===== src/rtl/instruction_data_memory_arbiter_if.sv =====
// instruction_data_memory_arbiter_if: requester-side and memory-side signals of the shared memory port
interface instruction_data_memory_arbiter_if #(
  parameter int ADDR_WIDTH = 64,
  parameter int DATA_WIDTH = 64
);
  logic                    inst_enable;
  logic [ADDR_WIDTH-1:0]   inst_addr;
  logic                    inst_busy;
  logic [DATA_WIDTH-1:0]   inst_rd_data;
  logic                    data_rd_enable;
  logic                    data_wr_enable;
  logic [ADDR_WIDTH-1:0]   data_addr;
  logic [DATA_WIDTH-1:0]   data_wr_data;
  logic [DATA_WIDTH/8-1:0] data_byte_en;
  logic                    data_busy;
  logic [DATA_WIDTH-1:0]   data_rd_data;
  logic                    mem_rd_enable;
  logic                    mem_wr_enable;
  logic [ADDR_WIDTH-1:0]   mem_addr;
  logic [DATA_WIDTH-1:0]   mem_wr_data;
  logic [DATA_WIDTH/8-1:0] mem_byte_en;
  logic                    mem_busy;
  logic [DATA_WIDTH-1:0]   mem_rd_data;
  modport slave (
    input  inst_enable, inst_addr, data_rd_enable, data_wr_enable, data_addr,
           data_wr_data, data_byte_en, mem_busy, mem_rd_data,
    output inst_busy, inst_rd_data, data_busy, data_rd_data, mem_rd_enable,
           mem_wr_enable, mem_addr, mem_wr_data, mem_byte_en
  );
  modport master (
    output inst_enable, inst_addr, data_rd_enable, data_wr_enable, data_addr,
           data_wr_data, data_byte_en, mem_busy, mem_rd_data,
    input  inst_busy, inst_rd_data, data_busy, data_rd_data, mem_rd_enable,
           mem_wr_enable, mem_addr, mem_wr_data, mem_byte_en
  );
endinterface


===== src/rtl/instruction_data_memory_arbiter.sv =====
// instruction_data_memory_arbiter: shares one memory port between instruction fetch and CPU data requests
module instruction_data_memory_arbiter #(
  parameter int ADDR_WIDTH  = 64,
  parameter int DATA_WIDTH  = 64,
  parameter bit ROUND_ROBIN = 1'b1
) (
  input logic clock,
  input logic reset,
  instruction_data_memory_arbiter_if.slave bus
);
  localparam logic [1:0] IDLE     = 2'd0;
  localparam logic [1:0] GNT_INST = 2'd1;
  localparam logic [1:0] GNT_DATA = 2'd2;
  logic [1:0]              state;
  logic [1:0]              state_next;
  logic [1:0]              pick;
  logic                    last_grant;
  logic                    data_req;
  logic                    inst_gnt;
  logic                    data_gnt;
  logic                    leave;
  logic [ADDR_WIDTH-1:0]   addr_sel;
  logic [DATA_WIDTH/8-1:0] all_bytes;
  assign data_req  = bus.data_rd_enable | bus.data_wr_enable;
  assign inst_gnt  = state == GNT_INST;
  assign data_gnt  = state == GNT_DATA;
  assign all_bytes = '1;
  // Busy is combinational so a requester sees it in the very cycle it raises its request
  assign bus.inst_busy = bus.inst_enable & ~(inst_gnt & ~bus.mem_busy);
  assign bus.data_busy = data_req & ~(data_gnt & ~bus.mem_busy);
  // Read data goes to both sides; only the granted requester's completion cycle is meaningful
  assign bus.inst_rd_data = bus.mem_rd_data;
  assign bus.data_rd_data = bus.mem_rd_data;
  // Write beats read when the data side raises both; enables follow the request so an abort drops them at once
  assign bus.mem_rd_enable = inst_gnt ? bus.inst_enable : data_gnt & bus.data_rd_enable & ~bus.data_wr_enable;
  assign bus.mem_wr_enable = data_gnt & bus.data_wr_enable;
  assign addr_sel          = inst_gnt ? bus.inst_addr : data_gnt ? bus.data_addr : '0;
  assign bus.mem_addr      = addr_sel;
  assign bus.mem_wr_data   = data_gnt ? bus.data_wr_data : '0;
  assign bus.mem_byte_en   = inst_gnt ? all_bytes : data_gnt ? bus.data_byte_en : '0;
  // A grant ends on completion or when the granted request is withdrawn
  assign leave = (inst_gnt & (~bus.inst_enable | ~bus.mem_busy)) |
                 (data_gnt & (~data_req | ~bus.mem_busy));
  // On contention, round-robin favours the side not served last; otherwise data always wins
  assign pick = (bus.inst_enable & data_req) ? ((ROUND_ROBIN && last_grant) ? GNT_INST : GNT_DATA) :
                bus.inst_enable ? GNT_INST : data_req ? GNT_DATA : IDLE;
  assign state_next = (state == IDLE) ? pick : (leave | ~(inst_gnt | data_gnt)) ? IDLE : state;
  // Grant state and last-served side; last_grant=1 means data, so the first contention goes to inst
  always_ff @(posedge clock or posedge reset) begin
    if (reset) begin
      state      <= IDLE;
      last_grant <= 1'b1;
    end else begin
      state <= state_next;
      if (leave) last_grant <= data_gnt;
    end
  end
endmodule


===== src/flat_wrapper.sv =====
// flat-port wrapper written by rule: the top's interface ports become plain ports
module instruction_data_memory_arbiter_flat 
#(
  parameter int ADDR_WIDTH  = 64,
  parameter int DATA_WIDTH  = 64,
  parameter bit ROUND_ROBIN = 1'b1
)
  (clock, reset, bus_inst_enable, bus_inst_addr, bus_data_rd_enable, bus_data_wr_enable, bus_data_addr, bus_data_wr_data, bus_data_byte_en, bus_mem_busy, bus_mem_rd_data, bus_inst_busy, bus_inst_rd_data, bus_data_busy, bus_data_rd_data, bus_mem_rd_enable, bus_mem_wr_enable, bus_mem_addr, bus_mem_wr_data, bus_mem_byte_en);
  instruction_data_memory_arbiter_if #(.ADDR_WIDTH(ADDR_WIDTH), .DATA_WIDTH(DATA_WIDTH)) bus_i ();
  input logic clock;
  input logic reset;
  input wire logic [$bits(bus_i.inst_enable)-1:0] bus_inst_enable;
  input wire logic [$bits(bus_i.inst_addr)-1:0] bus_inst_addr;
  input wire logic [$bits(bus_i.data_rd_enable)-1:0] bus_data_rd_enable;
  input wire logic [$bits(bus_i.data_wr_enable)-1:0] bus_data_wr_enable;
  input wire logic [$bits(bus_i.data_addr)-1:0] bus_data_addr;
  input wire logic [$bits(bus_i.data_wr_data)-1:0] bus_data_wr_data;
  input wire logic [$bits(bus_i.data_byte_en)-1:0] bus_data_byte_en;
  input wire logic [$bits(bus_i.mem_busy)-1:0] bus_mem_busy;
  input wire logic [$bits(bus_i.mem_rd_data)-1:0] bus_mem_rd_data;
  output wire logic [$bits(bus_i.inst_busy)-1:0] bus_inst_busy;
  output wire logic [$bits(bus_i.inst_rd_data)-1:0] bus_inst_rd_data;
  output wire logic [$bits(bus_i.data_busy)-1:0] bus_data_busy;
  output wire logic [$bits(bus_i.data_rd_data)-1:0] bus_data_rd_data;
  output wire logic [$bits(bus_i.mem_rd_enable)-1:0] bus_mem_rd_enable;
  output wire logic [$bits(bus_i.mem_wr_enable)-1:0] bus_mem_wr_enable;
  output wire logic [$bits(bus_i.mem_addr)-1:0] bus_mem_addr;
  output wire logic [$bits(bus_i.mem_wr_data)-1:0] bus_mem_wr_data;
  output wire logic [$bits(bus_i.mem_byte_en)-1:0] bus_mem_byte_en;
  assign bus_i.inst_enable = bus_inst_enable;
  assign bus_i.inst_addr = bus_inst_addr;
  assign bus_i.data_rd_enable = bus_data_rd_enable;
  assign bus_i.data_wr_enable = bus_data_wr_enable;
  assign bus_i.data_addr = bus_data_addr;
  assign bus_i.data_wr_data = bus_data_wr_data;
  assign bus_i.data_byte_en = bus_data_byte_en;
  assign bus_i.mem_busy = bus_mem_busy;
  assign bus_i.mem_rd_data = bus_mem_rd_data;
  assign bus_inst_busy = bus_i.inst_busy;
  assign bus_inst_rd_data = bus_i.inst_rd_data;
  assign bus_data_busy = bus_i.data_busy;
  assign bus_data_rd_data = bus_i.data_rd_data;
  assign bus_mem_rd_enable = bus_i.mem_rd_enable;
  assign bus_mem_wr_enable = bus_i.mem_wr_enable;
  assign bus_mem_addr = bus_i.mem_addr;
  assign bus_mem_wr_data = bus_i.mem_wr_data;
  assign bus_mem_byte_en = bus_i.mem_byte_en;
  instruction_data_memory_arbiter #(.ADDR_WIDTH(ADDR_WIDTH), .DATA_WIDTH(DATA_WIDTH), .ROUND_ROBIN(ROUND_ROBIN)) u_core (.clock(clock), .reset(reset), .bus(bus_i));
endmodule

===== config.mk =====
export PLATFORM = sky130hd
export DESIGN_NAME = instruction_data_memory_arbiter_flat
export DESIGN_NICKNAME = d
export VERILOG_FILES = /design/src/rtl/instruction_data_memory_arbiter_if.sv /design/src/rtl/instruction_data_memory_arbiter.sv /design/src/flat_wrapper.sv
export SDC_FILE = /design/constraint.sdc
export NUM_CORES = 1
export LEC_CHECK = 0
export CORE_AREA = 4 4 206 208
export DETAILED_ROUTE_END_ITERATION = 16
export DIE_AREA = 0 0 210 212
export PLACE_DENSITY = 0.34
export SYNTH_ARGS = -nofsm -noshare
export SYNTH_HDL_FRONTEND = slang
export SYNTH_SLANG_ARGS = --single-unit
export TNS_END_PERCENT = 10

===== constraint.sdc =====
create_clock -name clock -period 2.1 [get_ports clock]
set_input_delay 0.63 -clock clock [delete_from_list [all_inputs] [get_ports clock]]
set_output_delay 0.63 -clock clock [all_outputs]
set_load 0.005 [all_outputs]

== Word level (Yosys, flattened, before mapping) ==
Index checks and enable logic that the tools add are counted.
Storage, ports and cells
  flip-flop bits (word level): 3
  bits of input ports: 270
  output and inout port bits: 268
  logic and storage cells: 41
Operators by class
  equal/unequal tests: 2
  mux-type cells: 12
  bitwise logic cells: 23
  reductions and logical operators: 2
Operator list (number)
  64-bit 2-to-1 mux: 3
  8-bit 2-to-1 mux: 2
  2-bit 2-to-1 mux: 6
  1-bit AND: 10
  1-bit inverter: 7
  1-bit bitwise OR: 6
  2-bit by 1-bit == test with 1-bit output, second input constant: 1
  2-bit == test, second input constant: 1
  2-bit zero test: 1
  2-bit nonzero test: 1
  1-bit 2-to-1 mux: 1

== Longest topological paths before layout ==
  depth after elaboration: 8
  depth in mapped cells: 6
  mapped depth without buffers: 5

== Worst setup path before layout ==
OpenSTA, ideal clock, no wires.
  kind: register to output
  start point: reg u_core.state[0]
  end point: out bus_mem_addr[10]
  data arrival time: 1281 ps
  required time: 1470 ps
  setup slack: 189 ps
  stages on the path, launching flop included: 7
  path buffers: 2
  cell sequence: dfrtp_1 -> inv_1 -> ha_1 -> nor2b_1 -> buf_2 -> buf_4 -> a22o_1
On the way
  word-level cells in the longest chain between the ends: 3
  elaborated cells on any way between the ends: 4
  classes of those cells: 2 x eq/ne; 2 x mux
RTL lines
  start: declaration: RTL line instruction_data_memory_arbiter.sv:14  | logic [1:0] state;
  start signal: assignment: RTL line instruction_data_memory_arbiter.sv:54  | state <= state_next;
  2-bit == test: RTL line instruction_data_memory_arbiter.sv:26  | assign data_gnt = state == GNT_DATA;
  via u_core.data_gnt: RTL line instruction_data_memory_arbiter.sv:20  | logic data_gnt;
  64-bit 2-to-1 mux (2 in a row): RTL line instruction_data_memory_arbiter.sv:37  | assign addr_sel = inst_gnt ? bus.inst_addr : data_gnt ? bus.data_addr : '0;
  end: declaration: RTL line flat_wrapper.sv:27  | output wire logic [$bits(bus_i.mem_addr)-1:0] bus_mem_addr;
The timed path passes the listed nets, and every way through them passes these cells.

== Worst setup path in the final report ==
  start point: reg u_core.state[0]
  end point: out bus_mem_addr[50]
The elaborated chain is that of the path after synthesis.

==> flow_results.org <==
** Status
- The run finished, with violations left.
- Violations in the final reports :: negative setup slack

** Final layout
- The area growth from synthesis to layout is 165.4%.
- The number of antenna diodes in the final layout is 0.
- Of the cells placed in the final design, the portion with a size suffix greater than 1 is 0.2874.
- Final cell utilization of the core :: 0.1542
- In the final design database the tool counted between 800 and 900 nets.
- The finished cells cover about 6300 um2.

** Routing
- Final routed DRC violation total :: 0
- Final routed wire length divided by cell count :: 15.96 um
- Length of the first detailed-routing pass in iterations :: 4
- Topmost layer with routed signal wires :: met4
- The count of nets left with antenna violations once routing finished came out at 0.
- For this block, the routed nets add up to around 18 mm of wire.
- After detailed routing, the wire length on met1 is 6.765 mm.
- In the detailed route, the total length drawn on met2 is approximately 8.7 mm.
- Using the TritonRoute via totals, the vias-per-cell ratio works out to approximately 2.8.
- Summed over all nets, wire length on met3 after detailed routing comes to 1.701 mm.
- DRC marker count from the first detailed-route iteration :: slightly above 80
- Total via count in the routed design :: roughly 3,100

** STA
- The worst pin sits at a relative slew slack of 0.7817.
- In the finished design, the share of the clock period the worst path needs comes to 1.216.
- Minimum clock period :: approximately 2.6 ns
- Across the routed clock network, the largest skew measured is a little under 0.0003 ns.
- Number of endpoints failing setup at the final stage :: 140
- After layout, the worst setup slack is -0.4535 ns.
- The hold violation total from the final report was 0.
- Final count of pins violating max slew :: 0
- Timing would allow up to roughly 390 MHz.
- Worst Tran Pin Value :: 0.3268 ns
- Unrepaired setup endpoints after global routing :: true

** Worst setup path
- Data required time at the worst endpoint :: between 1 and 1.5 ns
- The worst setup path is captured at an output port.
- Counting stages on the worst path, the most repeated cell is buf_12.
- In this run the worst path has a maximum fanout of 6.
- Sequence of cells on the critical path :: inv_2, ha_4, nor2b_4, buf_8, buf_12, buf_16, buf_12, buf_6, a22o_1, buf_2
- Worst path max stage delay :: slightly below 0.4 ns
- Data arrives at the worst endpoint at ~1.9 ns.
- The critical path in this run is classified as reg2out.
- Slowest library cell on the worst path :: dfrtp_2
- The worst setup path is launched from a flip-flop.

** Logic synthesis
- Synthesized netlist net count :: just under 600
- After synthesis the netlist holds a flip-flop and latch count of 3.
- Yosys printed 0 warnings.
- Library cells used by synthesis :: 19
- Synthesized instance count :: roughly 320
- In this run the cell area of the synthesized design comes to ~2400 um2.
- Register area share after synthesis :: 0.03240
- Mean instance size in the synthesized netlist :: 7.409 um2

** Power
- Combinational cell fraction of total power :: 0.933
- Net load switching power :: 0.002356 W
- LEAKAGE :: 2.616 nW
- Dividing total power by cell area gives a power density of between 1000 and 1500 nW/um2.
- The share of total power dissipated in the clock network is 0.048.
- Highest ir drop seen on vdd :: around 320 uV
- Fraction of power spent switching nets :: 0.3700
- Sequential power share :: 0.020
- Total internal power :: about 0.0040 W

** GRT
- Across every metal layer, demand over resource in global routing totals 0.06974.
- The via count of the first global-routing pass came to 3,259.
- The first global-routing pass estimated between 20 and 25 mm of wire.
- Entering global routing, the biggest net connects 34 pins.
- The number of antenna violations at the first check in global routing is 0.
- The total overflow left after global routing is 0.

** Floorplan
- The initial utilization of the core area, before any placement, comes to 0.05810.
- The die is around 210 um wide.
- Core Box Area :: between 40,000 and 50,000 um2
- For this design the top-level I/O count stands at roughly 540.
- Die H :: 212 um
- The initialized floorplan defines 74 standard-cell rows.
- Total Die Area :: about 45,000 um2

** CTS
- CTS built an H-tree with a depth of 1.
- Clk root buf :: clkbuf_16
- The clock passes through at most 2 buffers.
- Clock buffers created by TritonCTS :: 3
- Clock insertion delay at the later pin of the skew report :: 0.22 ns
- The tree built by TritonCTS fans out to 3 sinks.
- After clock tree synthesis, the clock-pin slew on the worst setup and hold paths is approximately 0.030 ns.
- CTS tree :: built

** Min path
- Hold Crit Class :: reg2reg

** Placed design
- Routability-driven placement finished with a final weighted congestion of slightly above 0.7.
- Once detailed placement completed, the half-perimeter wirelength came to approximately 13 mm.
- Port Buf Inserts :: approximately 350
- In this run the cell area measured after placement is roughly 5700 um2.

** Flow run
- Across the run, the number of max-cap violations was 0.
-- through the flow --
step / power [W] / setup TNS, ns / cells / hold WS, ns / setup slack (ns)
after floorplan: 0.001908 / 0 / 318 / 0.3829 / 0.1887
after global placement: 0.004797 / -45.94 / 1069 / 0.5537 / -0.6077
after detailed placement: 0.004725 / -44.97 / 1069 / 0.5265 / -0.5993
after CTS: 0.006028 / -50.03 / 1099 / 0.5315 / -0.5013
after global routing: 0.006843 / -55.18 / 1120 / 0.5793 / -0.5171
final: 0.006367 / -44.37 / 1120 / 0.5219 / -0.4535
-- registers in the layout, indices dropped and copies added, names as in the netlist --
| register | count |
|---|---|
| u_core.state | 2 |
| u_core.last_grant | 1 |
-- worst paths after layout --
path | slack [ns] | depth (start not counted) | end | startpoint
worst max-delay path | -0.45 | 10 | bus_mem_addr[50] | u_core.state[0]$_DFFE_PP0P_
worst min-delay path | 0.52 | 2 | u_core.last_grant$_DFFE_PP1P_ | u_core.last_grant$_DFFE_PP1P_
worst max register to register | 0.05 | 11 | u_core.state[1]$_DFFE_PP0P_ | u_core.state[1]$_DFFE_PP0P_
worst min register to register | 0.52 | 2 | u_core.last_grant$_DFFE_PP1P_ | u_core.last_grant$_DFFE_PP1P_
max in group asynchronous | 1.20 | 2 | u_core.last_grant$_DFFE_PP1P_ | reset
min in group asynchronous | 0.69 | 2 | u_core.state[1]$_DFFE_PP0P_ | reset
-- placed cells by master (no fill, tap or decap), types with 2 or more instances in the layout --
master	instances
o21ai_0	3
buf_8	6
clkdlybuf4s15_2	2
dlygate4sd2_1	4
buf_16	8
clkbuf_16	6
inv_2	2
a22o_4	3
a22o_1	61
and2_1	64
clkdlybuf4s15_1	3
buf_4	22
a21o_1	8
buf_6	21
buf_2	51
clkbuf_2	20
inv_1	5
ha_4	2
buf_12	15
clkdlybuf4s50_1	262
dfrtp_2	2
-- metal layers --
layer | global-route usage | vias up
li1 | - | 1501
met3 | 0.02494 | 64
met2 | 0.1177 | 217
met4 | 0.03758 | 0
met1 | 0.07698 | 1360
met5 | 0 | -
-- area by class of cell --
class,count,area [um2]
Tap cell,532,665.6
Timing Repair Buffer,417,4153
Fill cell,4647,34300
Multi-Input combinational cell,157,1250
Clock buffer,4,78.83
Sequential cell,3,78.83
Inverter,7,26.28
-- power groups by stage --
stage	registers (W)	clock network [W]	logic, W
2_1_floorplan	0.000107	0	0.00180
3_5_place_dp	0.000118	0	0.00461
3_3_place_gp	0.000118	0	0.00468
6_report	0.000127	0.000303	0.00594
5_1_grt	0.000132	0.000313	0.00640
4_1_cts	0.000125	0.000308	0.00560
-- worst max-delay path: cells and delay by family (launching register included) --
family | cells | cell delay (ns)
adders and majority gates | 1 | 0.16
buffers and inverters | 7 | 0.83
AOI/OAI and AO/OA | 1 | 0.17
and+or+nand+nor | 1 | 0.13
DFF | 1 | 0.39
-- cells in the mapped netlist --
master / n / area share
a2111oi_2: 1 / 0.0064
a21boi_1: 2 / 0.0064
a21o_1: 8 / 0.025
a21oi_1: 2 / 0.0042
a22o_1: 64 / 0.24
a32o_1: 2 / 0.0085
and2_1: 65 / 0.17
buf_2: 5 / 0.011
buf_4: 135 / 0.43
clkbuf_1: 11 / 0.018
dfrtp_1: 2 / 0.021
dfstp_2: 1 / 0.011
ha_1: 3 / 0.016
inv_1: 7 / 0.011
nand2_1: 2 / 0.0032
nor2_1: 1 / 0.0016
nor2b_1: 2 / 0.0053
o21ai_0: 3 / 0.0064
o21ai_1: 2 / 0.0042
-- cells by family after synthesis --
group	share of synthesized area
AO/OA/AOI/OAI	0.2995
AND/OR/NAND/NOR	0.1827
adder cells (fa/ha/maj)	0.01593
buffers and inverters	0.4695
flip-flops	0.03240
-- what timing repair did --
action	in CTS	in global routing
gates cloned	7	3
gates resized for setup	296	63
pin swaps	7	9
hold buffers	0	0
setup endpoints to repair	140	140
setup buffers	19	19
(Power assumes the default switching activity.)
==> RTL edit 1: new RTL, config.mk and constraints unchanged <==
`ROUND_ROBIN` is set to 1'b1 in 2 places; all go to 1'b0.
--- a/src/rtl/instruction_data_memory_arbiter.sv
+++ b/src/rtl/instruction_data_memory_arbiter.sv
@@ -4,3 +4,3 @@
   parameter int DATA_WIDTH  = 64,
-  parameter bit ROUND_ROBIN = 1'b1
+  parameter bit ROUND_ROBIN = 1'b0
 ) (
--- a/src/flat_wrapper.sv
+++ b/src/flat_wrapper.sv
@@ -5,3 +5,3 @@
   parameter int DATA_WIDTH  = 64,
-  parameter bit ROUND_ROBIN = 1'b1
+  parameter bit ROUND_ROBIN = 1'b0
 )
Function: changed (Yosys sat finds a counterexample within 4 cycles, from zero or initial values and one cycle with reset high).
==> RTL edit 1 against the unedited design <==
The flow still finishes with violations (setup timing); sequential cell count fell by 1; count of clock-buffer cells in the layout decreased by 1; clock power down 5%; synthesized area grew 8.4%; final area grew 9.7%; cell count rose by 13%; hold slack better by 44 ps; power down 6.5%; wire length is 8.9% higher; critical path depth fell by 2; worst setup slack better by 230 ps; sequential share of layout area fell by 0.53 points; critical path type unchanged; largest cell class unchanged; largest power group unchanged.
==> RTL edit 1: results (changes against the unedited design) <==
metric,value,unit,change
setup_ws,-226.6,ps,+226.9 ps
area_delta_synth_final,168.6,%,
clkbuf_count,3,,-1
synth-seq-cells,2,,-1
finClkSkew,0.2479,ps,-0.04508 ps
dp_hpwl,13.51,mm,+7.6%
multi_input_area_share,0.2538,,+0.05391
grt_max_degree,14,,-59%
dp_slack,-471.7,ps,+127.6 ps
finalSetupTns,-12140,ps,+32230 ps
synthTopCellsByCount,"nand2_1, buf_4, and2_1",,
multi_input_cells,282,,+80%
grt_use_met1,0.08678,,+0.009797
grt_pass1_vias,4018,,+23%
viasPerCell,3.050,,+8.7%
hold_ws,565.6,ps,+43.62 ps
rr_endpoint,u_core.state[0]$_DFFE_PP0P_,,
synth.net_count,719,,+22%
drt-wirelength-per-cell,15.42,um,-3.4%
cp-endpoint,bus_mem_byte_en[0],,
status,finished with violations,,
final_layout_size_suffix_gt1_frac,0.4548,,+0.1674
hold_class,primary input to async pin,,
r2r_slack,220,ps,+170 ps
track_usage,0.07935,,+0.009618
violations,setup timing,,
clockNetworkAreaShare,0.01094,,-0.001667
area_share_nonclk_buffers,0.6287,,-0.03546
placed_cells,1213,,+13%
syn_inst,446,,+40%
ctsResizeCount,685,,+130%
cp_data_arrival_time,1700,ps,-220 ps
stdcell_count,1262,,+13%
drt_iter0_drc,66,,-20%
postCtsSetupBuffers,33,,+14
synth_area_leaders,"buf_4, nand2_1, and2_1",,
setup_viol,121,,-14%
==> RTL edit 1: cell types whose count changed after synthesis, sizes merged, moves of 2 or more <==
cell   delta
buf       +8
o21ai    +61
nor2      +2
a22o     -64
nand2   +128
a21oi     -2
inv       -3
==> RTL edit 1: logic make-up after synthesis <==
family / share of synthesized area
AND/OR/NAND/NOR: 0.3624
buffers and inverters: 0.4358
AO/OA/AOI/OAI: 0.1675
adder cells (fa/ha/maj): 0.01469
flip-flops: 0.01959
==> RTL edit 1: routing by layer <==
| layer | part of all wire | wire length (um) |
|---|---|---|
| met5 | 0 | 0 |
| met4 | 0.050 | 971 |
| met3 | 0.12 | 2272 |
| met2 | 0.47 | 9238 |
| met1 | 0.36 | 6973 |
==> RTL edit 1: report_power, final <==
group          total [mW]  switching, mW  leakage [nW]  internal, mW
clock               0.289         0.0462        0.0370         0.242
combinational        5.60           2.20          2.97          3.40
sequential         0.0652         0.0138        0.0257        0.0514
==> RTL edit 2: new RTL, same flow settings <==
Without the edit above. Make the reset (`reset`) synchronous in one clocked block.
--- a/src/rtl/instruction_data_memory_arbiter.sv
+++ b/src/rtl/instruction_data_memory_arbiter.sv
@@ -48,3 +48,3 @@
   // Grant state and last-served side; last_grant=1 means data, so the first contention goes to inst
-  always_ff @(posedge clock or posedge reset) begin
+  always_ff @(posedge clock) begin
     if (reset) begin
Behaviour: differs if reset is asserted again (counterexample within 4 cycles, from zero or initial values and one cycle with reset high); with reset held inactive, the same outputs for 10 cycles.
==> RTL edit 2 against the unedited design <==
The flow still finishes with violations (setup timing); wire length shrank 7.1%; sequential cell count is the same; fmax grew 6.0%; count of clock-buffer cells in the layout is the same; synthesized area grew 4.1%; core utilization shrank 1.4 points; final area shrank 9.1%; worst setup slack gained 140 ps; critical path type unchanged; highest routed layer is now met5.
Power is left out: it rests on default switching activity, and per cell area and clock period it moved more than threefold.
==> RTL edit 2: results (changes against the unedited design) <==
metric,value,unit,change
status,finished with violations,,
violations,setup timing,,
relSlewSlack,0.8100,,+0.02828
hp-start,u_core.last_grant$_SDFFE_PP1P_,,
synth_compound_area_frac,0.2774,,-0.02211
min_to,u_core.state[0]$_SDFFE_PP0P_,,
dp_hpwl,13.44,mm,+7.0%
final_layout_size_suffix_gt1_frac,0.3175,,+0.03013
synth.net_count,594,,+0.51%
r2r_slack,610,ps,+560 ps
grt_max_degree,20,,-41%
track_usage,0.06635,,-0.003390
nets,844,,-2.1%
gp_congestion,0.7047,,-1.1%
synth-seq-area-share,0.02448,,-0.007918
setup_ws,-309.7,ps,+143.9 ps
n_fill_cell,4718,,+1.5%
startpoint,u_core.state[0]$_SDFFE_PP0P_,,
finalSetupTns,-12500,ps,+31870 ps
async_flop_share,0,,-1.000
setup_viol,66,,-53%
grt_pass1_vias,3270,,+0.34%
drt_iter0_drc,60,,-27%
rr_endpoint,u_core.state[1]$_SDFFE_PP0P_,,
timing.rr.start,u_core.state[1]$_SDFFE_PP0P_,,
drt-wirelength-per-cell,15.06,um,-5.6%
cp_max_fo,11,,+5
[RTL edit 2: cell count changes after synthesis, sizes merged, moves of 2 or more]
cell / delta
dfxtp: +3
nor4: +2
nor2: +2
dfrtp: -2
clkbuf: -5
inv: -3
o2bb2ai: +2
o21ai: -3
nand2: +5
buf: +5
[RTL edit 2: per-stage QoR]
stage               utilization  area, um2  setup slack, ps  instances  hold WS, ps
floorplan                     -       2454            255.7        321        502.5
global placement         0.1411       5722           -437.0       1079        550.4
detailed placement       0.1411       5722           -431.9       1079        546.9
CTS                      0.1459       5917           -337.8       1102        539.6
global route             0.1401       5683           -369.5       1102        597.3
finish                   0.1402       5685           -309.7       1103        533.4
[RTL edit 2: layout make-up]
cell class	count	share of cell area
Antenna cell	1	0.0004401
Timing Repair Buffer	396	0.6347
Inverter	4	0.003521
Multi-Input combinational cell	163	0.2185
Clock buffer	4	0.01386
Sequential cell	3	0.01188
Tap cell	532	0.1171
[RTL edit 2: critical path, cell delays in order (launching register included)]
cell	delay, ps
dfxtp_4	360
inv_4	40
ha_4	160
nor2b_4	140
buf_12	140
buf_12	130
buf_8	120
buf_12	130
a22o_1	190
buf_2	130
[RTL edit 2: worst max-delay path by stage]
stage	cells after the start	to
5_1_grt	9	bus_mem_addr[55]
4_1_cts	9	bus_mem_addr[55]
6_report	9	bus_mem_addr[55]
3_5_place_dp	4	bus_mem_addr[62]
3_3_place_gp	4	bus_mem_addr[62]
2_1_floorplan	6	bus_mem_addr[10]
[RTL edit 2: kinds of logic after synthesis]
| logic type | after synthesis |
|---|---|
| AOI/OAI and AO/OA | 80 |
| buffers and inverters | 155 |
| adders and majority gates | 3 |
| DFF | 3 |
| and+or+nand+nor | 80 |
[RTL edit 2: what timing repair did]
item,CTS,global route
pin swaps,10,5
endpoints found under the setup margin,140,121
gates resized for setup,407,76
gates cloned,4,0
setup buffers,17,0
hold buffers,0,0
[RTL edit 2: routing by layer]
metal	part of all wire	up-vias
met2	0.47	240
met1	0.37	1293
li1	-	1467
met4	0.046	2
met5	0.0020	-
met3	0.11	79
